==> src/rtl/fetch_block.sv <==
// Instruction fetch controller: issues one memory request per instruction,
// holds the fetched word for decode and steers the PC on redirects.
module fetch_block #(
    parameter logic [31:0] RESET_ADDR = 32'h0000_0000
) (
    input  logic        clk,
    input  logic        rst,
    input  logic [31:0] curr_addr,
    output logic [31:0] next_addr,
    input  logic        redirect_valid,
    input  logic [31:0] redirect_addr,
    output logic        imem_req,
    output logic [31:0] imem_addr,
    input  logic        imem_ack,
    input  logic [31:0] imem_rdata,
    output logic        inst_valid,
    output logic [31:0] inst,
    output logic [31:0] inst_pc,
    input  logic        inst_ready
);

    typedef enum logic [1:0] {IDLE, FETCH, HOLD, DROP} state_t;

    state_t      state, state_nxt;
    logic [31:0] drop_addr, drop_addr_nxt;
    logic [31:0] inst_nxt, inst_pc_nxt;
    logic        inst_valid_nxt;
    logic [31:0] target;

    assign target = redirect_addr & 32'hFFFF_FFFC;

    always_comb begin
        state_nxt      = state;
        next_addr      = curr_addr;
        imem_req       = 1'b0;
        imem_addr      = 32'h0;
        inst_valid_nxt = inst_valid;
        inst_nxt       = inst;
        inst_pc_nxt    = inst_pc;
        drop_addr_nxt  = drop_addr;
        if (rst) begin
            next_addr = RESET_ADDR;
        end else begin
            case (state)
                IDLE: begin
                    state_nxt = FETCH;
                    if (redirect_valid) begin
                        next_addr      = target;
                        inst_valid_nxt = 1'b0;
                    end
                end
                FETCH: begin
                    imem_req  = 1'b1;
                    imem_addr = curr_addr;
                    if (redirect_valid) begin
                        next_addr = target;
                        // An unacked request must still complete; park it in DROP.
                        if (!imem_ack) begin
                            drop_addr_nxt = curr_addr;
                            state_nxt     = DROP;
                        end
                    end else if (imem_ack) begin
                        inst_nxt       = imem_rdata;
                        inst_pc_nxt    = curr_addr;
                        inst_valid_nxt = 1'b1;
                        next_addr      = curr_addr + 32'd4;
                        state_nxt      = HOLD;
                    end
                end
                HOLD: begin
                    if (redirect_valid) begin
                        next_addr      = target;
                        inst_valid_nxt = 1'b0;
                        state_nxt      = FETCH;
                    end else if (inst_ready) begin
                        inst_valid_nxt = 1'b0;
                        state_nxt      = FETCH;
                    end
                end
                DROP: begin
                    imem_req  = 1'b1;
                    imem_addr = drop_addr;
                    if (redirect_valid) next_addr = target;
                    if (imem_ack) state_nxt = FETCH;
                end
                default: state_nxt = IDLE;
            endcase
        end
    end

    always_ff @(posedge clk) begin
        if (rst) begin
            state      <= IDLE;
            inst_valid <= 1'b0;
            inst       <= 32'h0;
            inst_pc    <= 32'h0;
            drop_addr  <= 32'h0;
        end else begin
            state      <= state_nxt;
            inst_valid <= inst_valid_nxt;
            inst       <= inst_nxt;
            inst_pc    <= inst_pc_nxt;
            drop_addr  <= drop_addr_nxt;
        end
    end

endmodule

==> config.mk <==
export PLATFORM = sky130hd
export DESIGN_NAME = fetch_block
export DESIGN_NICKNAME = d
export VERILOG_FILES = /design/src/rtl/fetch_block.sv
export SDC_FILE = /design/constraint.sdc
export NUM_CORES = 1
export LEC_CHECK = 0
export BUFFER_PORTS_ARGS = -buffer_cell sky130_fd_sc_hd__buf_2
export CORE_AREA = 2 2 113 115
export CTS_BUF_LIST = sky130_fd_sc_hd__clkbuf_2
export CTS_CLUSTER_DIAMETER = 100
export DETAILED_ROUTE_END_ITERATION = 8
export DIE_AREA = 0 0 115 117
export GPL_ROUTABILITY_DRIVEN = 0
export PLACE_DENSITY_LB_ADDON = 0.15
export SETUP_SLACK_MARGIN = 0.5
export SYNTH_ARGS = -nofsm -noshare
export SYNTH_HDL_FRONTEND = slang
export SYNTH_SLANG_ARGS = --single-unit
==> constraint.sdc <==
create_clock -name clk -period 2.7 [get_ports clk]
set_input_delay 0.135 -clock clk [delete_from_list [all_inputs] [get_ports clk]]
set_output_delay 0.135 -clock clk [all_outputs]
set_load 0.02 [all_outputs]
==> metrics.yaml, run 1 <==
floorplan:
  design.core.area_um2: 12300
  die_height_um: 117
  die_w_um: 115
  io-pin-count: 231
  start_util: 0.426
  row_count: 41
  die-area_um2: 13500
hold_path:
  hold_class: "in2reg"
  min_from: "imem_ack"
  holdPathStages: 5
  whs_endpoint: "state[0]$_SDFFE_PP0P_"
placement:
  io_buffer_count: 228
  hpwl_um: 11900
global_routing:
  overflow: 0
  grt_pass1_wl_um: 28900
  antenna_found_initial: 0
  grt_usage: 0.271
  grt_pass1_vias: 5708
  grt_max_degree: 48
sta:
  fin_setup_tns_ns: 0
  worst_slew_pin_slew_ns: 0.502
  rsz0062_at_grt: "true"
  finalMaxSlewViolations: 0
  hold_viol: 0
  relSlewSlack: 0.665
  fmax_mhz: 386
  period_needed_ns: 2.59
  fin_skew_ns: 0.0167
  whs_ns: 0.150
  fin_crit_sh: 0.959
  setup_viol: 0
setup_path:
  crit_type: "reg2out"
  r2r_end: "drop_addr[7]$_SDFFE_PP0P_"
  cp_slowest_stage_delay_ns: 0.43
  crit_top_cell: "buf_4"
  start_kind: "register"
  end_kind: "output port"
  reg2reg_setup_slack_ns: 0.80
  crit_fanout: 6
  reg2reg_depth: 6
  crit_arrival_ns: 2.45
  critPathTopFamily: "simple AND/OR/NAND/NOR gates"
  path_buf_inv: 2
  cp_cell_sequence: "and4b_1 > nand4_1 > buf_4 > or3_4 > a311oi_2 > buf_4"
  crit_path_top_delay_cell: "dfxtp_4"
  timing.rr.start: "state[1]$_SDFFE_PP0P_"
  required_ns: 2.57
pwr:
  peakVddDrop_v: 0.000441
  leakage_uw: 0.00341
  cellPowerDensity_nw_per_um2: 424
routing:
  avgRoutedWirePerCell_um: 16.0
  ant_nets: 0
  drtPass1Iterations: 4
  first_iter_violations: 490
  via_per_inst: 5.27
  drc: 0
  via_count: 6217
  wl_um: 18900
cts:
  htreeDepth: 3
  cts_tree: "yes"
  clk_pin_slew_ns: 0.28
  clock-sinks: 99
  numCtsBuffers: 9
  cts_buffer_depth: 2
  clock-root-buffer: "clkbuf_2"
  clkLatencyLatePin_ns: 0.62
cells_and_area:
  drive_above_1_share: 0.324
  utilization: 0.639
  syn2layout_area_growth_pct: 50.0
  nets: 1125
  fillers: 1121
yosys:
  syn_avg_cell_area_um2: 7.09
  synthArstFlopShare: 0
  yosysTopAreaCell: "dfxtp_1"
  ys.flop_type: "dfxtp_1"
  synth_cell_types: 51
  synth_warnings: 0
  syn_nets: 842
  synth_area_leaders: "dfxtp_1, nand2_1, a21oi_1"
  synthAdderAreaFrac: 0.00238
  synth-seq-area-share: 0.378
  synth_xor_area_frac: 0.0167
  synth_top_area_share: 0.378
  synth_cells: 740
  synth_mux_area_frac: 0.0591
  synth_seq_cells: 99
  synth_edf_count: 0
  synth_compound_area_frac: 0.168
  syn-cell-area_um2: 5250
  synth_top_family_by_area: "simple AND/OR/NAND/NOR gates"
  yosys.area_share.simple: 0.318
status:
  run_status: "finished, final reports clean"
job:
  maxCapViolations: 0
area by class of cell:
cell class,count,area [um^2],area share
clock buffer,9,45.0,0.00572
inverter,9,33.8,0.00429
timing repair buffer,340,2290,0.291
antenna,1,2.50,0.000318
clock inverter,7,124,0.0157
tap,150,188,0.0239
sequential,99,1990,0.253
multi-input combinational,564,3200,0.407
state kept, by name, indices dropped and copies added (netlist names):
signal      cells
drop_addr      32
inst           32
inst_pc        32
inst_valid      1
state           2
synth_stat cells (2+ instances only):
| cell type | instances |
|---|---|
| nand4_1 | 12 |
| buf_1 | 9 |
| nand3b_1 | 2 |
| nor2b_1 | 8 |
| nand3_1 | 14 |
| nor2_1 | 63 |
| xnor2_1 | 5 |
| a22oi_1 | 2 |
| a211oi_1 | 15 |
| and4_1 | 9 |
| a311oi_1 | 7 |
| nand4b_1 | 3 |
| dfxtp_1 | 99 |
| nor3_1 | 10 |
| and2_1 | 4 |
| or3_1 | 5 |
| and3_1 | 4 |
| mux2i_1 | 31 |
| nand2_1 | 210 |
| or3_2 | 2 |
| o21ai_0 | 11 |
| inv_1 | 9 |
| clkbuf_1 | 48 |
| buf_2 | 7 |
| xor2_1 | 5 |
| a21oi_1 | 104 |
| a2111oi_0 | 4 |
| and4b_1 | 2 |
| clkbuf_2 | 3 |
| nor4_1 | 8 |
| nor3b_1 | 5 |
report_power, final:
group          internal, uW  total, uW  switching (uW)  leakage (uW)
registers              1520       1540            24.3      0.000805
logic                   349        831             482       0.00250
clock network           409        964             554     0.0000984
worst register-to-register path, stage by stage, from the launching register on:
cell and delay, ns:
dfxtp_4 0.43, buf_4 0.22, nor2b_1 0.25, and2_2 0.37, buf_4 0.35, nand2_1 0.11
a21oi_1 0.12
what timing repair did:
action,in CTS,in global routing
hold endpoints to repair,99,0
hold buffers,69,0
endpoints found under the setup margin,80,72
buffers inserted,20,2
pin swaps,28,7
gates resized for setup,58,26
per-stage QoR:
| stage | cell area (um^2) | setup slack, ns | instances | power (uW) |
|---|---|---|---|---|
| 2_1_floorplan | 5260 | 0.562 | 740 | 1970 |
| 3_3_place_gp | 6530 | 0.501 | 1071 | 2240 |
| 3_5_place_dp | 6530 | 0.498 | 1071 | 2240 |
| 4_1_cts | 7750 | 0.0927 | 1176 | 3320 |
| 5_1_grt | 7870 | -0.0315 | 1178 | 3490 |
| 6_report | 7870 | 0.112 | 1179 | 3330 |
cell usage in the layout, fill, tap and decap left out, types with 9 or more instances in the layout:
cell type	n
dfxtp_1	97
inv_1	9
dlygate4sd3_1	69
a21oi_1	104
nand2_1	208
and4_1	9
buf_2	212
nor2_1	62
nand4_1	12
buf_4	44
a211oi_1	11
clkbuf_2	9
mux2i_1	31
buf_6	11
nand3_1	9
routing by layer:
layer	GRT usage	wire length [um]
met5	0	0
met4	0.0932	319
met3	0.0474	1160
met2	0.449	9000
met1	0.359	8430
worst max path at each step:
stage | from | end | depth (start not counted) | slack, ns
4_1_cts | state[1]$_SDFFE_PP0P_ | next_addr[20] | 6 | 0.09
3_3_place_gp | curr_addr[2] | next_addr[18] | 7 | 0.50
6_report | state[1]$_SDFFE_PP0P_ | next_addr[16] | 6 | 0.11
5_1_grt | state[1]$_SDFFE_PP0P_ | next_addr[20] | 6 | -0.03
3_5_place_dp | curr_addr[2] | next_addr[18] | 7 | 0.50
2_1_floorplan | state[0]$_SDFFE_PP0P_ | next_addr[23] | 5 | 0.56
kinds of logic (layout without fill, tap and decap cells):
family          Yosys count  count (layout)
other cells               0               1
fa+ha+maj                 1               1
flops                    99              99
simple gates            369             369
buf+inv                  77             365
compound gates          153             153
mux                      31              31
xor+xnor                 10              10
No activity file was read; power rests on OpenSTA's default activity.
==> run 2, diff against run 1 <==
--- a/config.mk
+++ b/config.mk
@@ -13,7 +13,6 @@
 export DIE_AREA = 0 0 115 117
 export GPL_ROUTABILITY_DRIVEN = 0
 export PLACE_DENSITY_LB_ADDON = 0.15
-export SETUP_SLACK_MARGIN = 0.5
 export SYNTH_ARGS = -nofsm -noshare
 export SYNTH_HDL_FRONTEND = slang
 export SYNTH_SLANG_ARGS = --single-unit
==> metrics.yaml, run 2 (same netlist as run 1, synthesis figures left out) <==
cts:
  cts_tree: "yes"
  clk_pin_slew_ns: 0.28  # about the same
  clock-root-buffer: "clkbuf_2"
  cts_buffer_depth: 2  # unchanged
  htreeDepth: 3  # unchanged
  clock-sinks: 99  # unchanged
  clkLatencyLatePin_ns: 0.60  # -0.02 ns
  numCtsBuffers: 9  # unchanged
global_routing:
  grt_pass1_wl_um: 27200  # -5.7%
  antenna_found_initial: 0  # unchanged
  grt_pass1_vias: 5303  # -7.1%
  use_met1: 0.339  # -0.0202
  use_met3: 0.0546  # +0.00721
  met2_usage: 0.410  # -0.0396
  grt.busiest_layer: "met2"
  grt_usage: 0.254  # -0.0177
  grt_max_degree: 52  # +8.3%
  overflow: 0  # unchanged
routing:
  via_count: 6066  # -2.4%
  first_iter_violations: 414  # -16%
  drtPass1Iterations: 5  # +1
  via_per_inst: 5.23  # -0.83%
  ant_nets: 0  # unchanged
  avgRoutedWirePerCell_um: 15.4  # -4.1%
  wl_um: 17800  # -5.7%
  drc: 0  # unchanged
sta:
  rsz0062_at_grt: "true"
  fin_crit_sh: 0.967  # +0.00876
  relSlewSlack: 0.606  # -0.0595
  period_needed_ns: 2.61  # +0.0237 ns
  whs_ns: 0.269  # +0.119 ns
  hold_viol: 0  # unchanged
  worst_slew_pin_slew_ns: 0.592  # +0.0892 ns
  setup_viol: 0  # unchanged
  fmax_mhz: 383  # -0.91%
  finalMaxSlewViolations: 0  # unchanged
  fin_skew_ns: 0.0262  # +0.00946 ns
cells_and_area:
  fin_cells: 1160  # -1.6%
  fillers: 1178  # +5.1%
  final_cell_area_um2: 7410  # -5.9%
  reg_top3: "drop_addr: 32 flops, inst: 32 flops, inst_pc: 32 flops"
  nets: 1107  # -1.6%
  layout_common_cells: "buf_2, nand2_1, a21oi_1, dfxtp_1, dlygate4sd3_1"
  diodes: 0  # -1
  layout_commonest_cell: "buf_2"
  syn2layout_area_growth_pct: 41.2
  drive_above_1_share: 0.286  # -0.0378
setup_path:
  crit_arrival_ns: 2.48  # +0.03 ns
  required_ns: 2.57  # about the same
  end_kind: "output port"
  crit_fanout: 12  # +6
  start_kind: "register"
  crit_type: "reg2out"
floorplan:
  die_w_um: 115  # unchanged
  io-pin-count: 231  # unchanged
  start_util: 0.426  # unchanged
  row_count: 41  # unchanged
  die-area_um2: 13500  # unchanged
  die_height_um: 117  # unchanged
  design.core.area_um2: 12300  # unchanged
placement:
  io_buffer_count: 228  # unchanged
  hpwl_um: 11900  # -0.33%
  place_inst: 1072  # +0.093%
  place_area_um2: 6520  # about the same
status:
  run_status: "finished, final reports clean"
pwr:
  peakVddDrop_v: 0.000298  # -32%
  leakage_uw: 0.00317  # -7.1%
  cellPowerDensity_nw_per_um2: 401  # -5.4%
job:
  maxCapViolations: 0  # unchanged
hold_path:
  hold_class: "in2reg"
## run 2: changes by cell type in the layout (fill, tap and decap cells not counted), sizes merged
cell / before / now
buf: 271 / 251
inv: 11 / 10
clkinv: 2 / 3
bufinv: 3 / 0
clkinvlp: 0 / 2
diode: 1 / 0
clkbuf: 9 / 12
## run 2: routing by layer
layer | vias to the layer above | wire length (um)
li1 | 3059 | -
met5 | - | 0
met1 | 2749 | 7790
met4 | 0 | 338
met3 | 26 | 1380
met2 | 232 | 8330
## run 2: worst max-delay path, stage by stage (launching register included)
cell and delay, ns:
dfxtp_2 0.40, buf_4 0.20, and4b_1 0.32, nand4_1 0.14
o31a_1 0.27, a2111oi_2 0.34, buf_4 0.21
## run 2: stage by stage
step	setup slack, ns	util	total power (uW)	TNS [ns]
2_1_floorplan	0.325	-	1970	0
3_3_place_gp	0.465	0.530	2240	0
3_5_place_dp	0.430	0.530	2240	0
4_1_cts	0.00367	0.596	2970	0
5_1_grt	-0.0942	0.602	3110	-0.0942
6_report	0.0881	0.602	2970	0
## run 2: path summary, 6_finish.rpt
check / startpoint / end / slack [ns] / cells past startpoint
setup / recovery: state[1]$_SDFFE_PP0P_ / next_addr[21] / 0.09 / 6
hold / removal: imem_rdata[15] / inst[15]$_SDFFE_PP0P_ / 0.27 / 4
setup reg to reg: state[1]$_SDFFE_PP0P_ / inst_pc[13]$_SDFFE_PP0P_ / 0.25 / 7
hold reg to reg: inst[7]$_SDFFE_PP0P_ / inst[7]$_SDFFE_PP0P_ / 0.47 / 2
## run 2: cell type report
cell class              instances  area (um^2)  share of cell area
well taps                     150          188              0.0253
repair buffers                322         2060               0.279
clock inverters                 6         41.3             0.00557
multi-input cells             564         3040               0.411
flip-flops and latches         99         1990               0.268
clock buffers                  10         50.0             0.00676
inverters                       9         33.8             0.00456
## run 2: report_power, final
part	leakage (uW)	internal, uW	switching, uW
logic	0.00231	311	456
registers	0.000804	1520	25.7
clock network	0.0000560	125	536
## run 2: repair_timing
| action | CTS | global route |
|---|---|---|
| endpoints found under the setup margin | 10 | 9 |
| endpoints found under the hold margin | 99 | 0 |
| hold buffers | 69 | 0 |
| buffers inserted | 3 | 0 |
| pin swaps | 1 | 1 |
| gates cloned | 0 | 0 |
| resized for setup | 7 | 15 |
==> run 3, diff against run 2 <==
--- a/config.mk
+++ b/config.mk
@@ -12,7 +12,7 @@
 export DETAILED_ROUTE_END_ITERATION = 8
 export DIE_AREA = 0 0 115 117
 export GPL_ROUTABILITY_DRIVEN = 0
-export PLACE_DENSITY_LB_ADDON = 0.15
+export PLACE_DENSITY = 0.73
 export SYNTH_ARGS = -nofsm -noshare
 export SYNTH_HDL_FRONTEND = slang
 export SYNTH_SLANG_ARGS = --single-unit
==> metrics.yaml, run 3 (same netlist as run 1, synthesis figures left out) <==
floorplan:
  die-area_um2: 13500  # unchanged
  die_height_um: 117  # unchanged
  die_w_um: 115  # unchanged
  start_util: 0.426  # unchanged
  design.core.area_um2: 12300  # unchanged
  io-pin-count: 231  # unchanged
  row_count: 41  # unchanged
sta:
  worst_slew_pin_slew_ns: 0.792  # +0.200 ns
  relSlewSlack: 0.472  # -0.134
  fmax_mhz: 373  # -2.7%
  finalMaxSlewViolations: 0  # unchanged
  period_needed_ns: 2.68  # +0.0723 ns
  fin_ws_ns: 0.0157  # -0.0723 ns
  hold_viol: 0  # unchanged
  fin_skew_ns: 0.0245  # -0.00169 ns
  fin_crit_sh: 0.994  # +0.0268
  setup_viol: 0  # unchanged
  fin_setup_tns_ns: 0  # unchanged
cells_and_area:
  multi_input_area_um2: 3080  # +1.2%
  layout_commonest_cell: "buf_2"
  diodes: 0  # unchanged
  utilization: 0.612  # +0.0108
  reg_top3: "drop_addr: 32 flops, inst: 32 flops, inst_pc: 32 flops"
  drive_above_1_share: 0.288  # +0.00196
  seqCellArea_um2: 1990  # about the same
  syn2layout_area_growth_pct: 43.7
  layout_common_cells: "buf_2, nand2_1, a21oi_1, dfxtp_1, dlygate4sd3_1"
  fin_cells: 1167  # +0.60%
  nets: 1114  # +0.63%
  fillers: 1116  # -5.3%
pwr:
  leakage_uw: 0.00325  # +2.5%
  peakVddDrop_v: 0.000338  # +14%
  design_power_total_uw: 3140  # +5.9%
  cellPowerDensity_nw_per_um2: 417  # +4.0%
setup_path:
  timing.rr.start: "state[1]$_SDFFE_PP0P_"
  r2r_end: "inst[31]$_SDFFE_PP0P_"
  end_kind: "output port"
  reg2reg_depth: 6  # -1
  crit_type: "in2out"
  critPathTopFamily: "simple AND/OR/NAND/NOR gates"
  cp_slowest_stage_delay_ns: 0.56  # +0.16 ns
  crit_fanout: 8  # -4
  cp-endpoint: "next_addr[24]"
  worstSetupStartpoint: "curr_addr[13]"
  crit_arrival_ns: 2.55  # +0.07 ns
  start_kind: "primary input"
  worst-path-stages: 7  # +1
  crit_path_top_delay_cell: "or4_4"
  cp_cell_sequence: "dlygate4sd3_1 > buf_6 > nand4_1 > or4_4 > or3_4 > a2111oi_4 > buf_4"
  reg2reg_setup_slack_ns: 0.18  # -0.07 ns
  path_buf_inv: 3  # +1
  required_ns: 2.57  # about the same
cts:
  clock-sinks: 99  # unchanged
  clkLatencyLatePin_ns: 0.59  # about the same
  clk_pin_slew_ns: 0.27  # about the same
  cts_tree: "yes"
  numCtsBuffers: 9  # unchanged
  htreeDepth: 3  # unchanged
  clock-root-buffer: "clkbuf_2"
  cts_buffer_depth: 2  # unchanged
placement:
  io_buffer_count: 228  # unchanged
  dp_slack_ns: 0.354  # -0.0763 ns
  place_inst: 1070  # -0.19%
  hpwl_um: 11900  # -0.11%
hold_path:
  holdPathStages: 4  # unchanged
  hold_class: "in2reg"
routing:
  dr_wl_met2_um: 9090  # +9.2%
  drtPass1Iterations: 5  # unchanged
  first_iter_violations: 394  # -4.8%
  ant_nets: 0  # unchanged
  wl_met3_um: 1250  # -9.5%
  drc: 0  # unchanged
  wl_um: 18500  # +3.7%
  top_layer_used: "met4"
  via_per_inst: 5.33  # +2.0%
  via_count: 6224  # +2.6%
  avgRoutedWirePerCell_um: 15.9  # +3.1%
  wl_met1_um: 7840  # +0.60%
global_routing:
  grt_pass1_vias: 5641  # +6.4%
  antenna_found_initial: 0  # unchanged
  grt_pass1_wl_um: 28000  # +2.7%
  grt_max_degree: 48  # -7.7%
  grt_usage: 0.262  # +0.00792
  overflow: 0  # unchanged
job:
  maxCapViolations: 0  # unchanged
status:
  run_status: "finished, final reports clean"
==> run 3: cell count changes in the layout (fill, tap and decap cells not counted), sizes merged <==
cell,previous run,this run
clkinvlp,2,0
clkinv,3,4
dlygate4sd3,69,76
bufinv,0,2
clkbuf,12,11
==> run 3: power by group <==
| group | switching [uW] | total, uW | leakage [uW] | internal, uW |
|---|---|---|---|---|
| clock | 519 | 825 | 0.0000837 | 306 |
| combinational | 467 | 783 | 0.00236 | 316 |
| sequential | 23.0 | 1540 | 0.000804 | 1510 |
| total | 1010 | 3140 | 0.00325 | 2140 |
==> run 3: what timing repair did <==
item                       4_1_cts  5_1_grt
hold buffers                    76        0
hold endpoints to repair        99        0
pin swaps                        1        6
setup endpoints to repair        5       11
cloned                           0        0
gates resized for setup          4       29
setup buffers                    2        3
==> run 3: stage by stage <==
step           area (um^2)  hold WS [ns]
2_1_floorplan         5250         0.271
3_3_place_gp          6490         0.375
3_5_place_dp          6490         0.381
4_1_cts               7410         0.206
5_1_grt               7540         0.217
6_report              7540         0.266
==> run 3: area by class of cell <==
class / instances / area share
multi-input cells: 564 / 0.409
clock buffers: 9 / 0.00597
inverters: 9 / 0.00448
clock inverters: 7 / 0.0121
repair buffers: 329 / 0.281
well taps: 150 / 0.0249
flip-flops and latches: 99 / 0.263
==> run 3: worst reg2reg max path: cells and delay by family, from the launching register on <==
family	cells	cell delay (ns)
AO/OA/AOI/OAI	1	0.16
AND/OR/NAND/NOR	2	0.71
flip-flops	1	0.43
buffers and inverters	3	1.20
==> run 3: worst min-delay path by stage <==
stage	startpoint	end	slack, ns
5_1_grt	imem_rdata[13]	inst[13]$_SDFFE_PP0P_	0.22
3_3_place_gp	imem_rdata[14]	inst[14]$_SDFFE_PP0P_	0.37
3_5_place_dp	imem_rdata[22]	inst[22]$_SDFFE_PP0P_	0.38
6_report	imem_rdata[13]	inst[13]$_SDFFE_PP0P_	0.27
4_1_cts	imem_rdata[6]	inst[6]$_SDFFE_PP0P_	0.21
2_1_floorplan	curr_addr[0]	drop_addr[0]$_SDFFE_PP0P_	0.27
==> run 3: per-layer routing <==
| layer | track usage | up-vias |
|---|---|---|
| li1 | - | 3059 |
| met1 | 0.333 | 2862 |
| met2 | 0.446 | 279 |
| met3 | 0.0479 | 24 |
| met4 | 0.0924 | 0 |
| met5 | 0 | - |
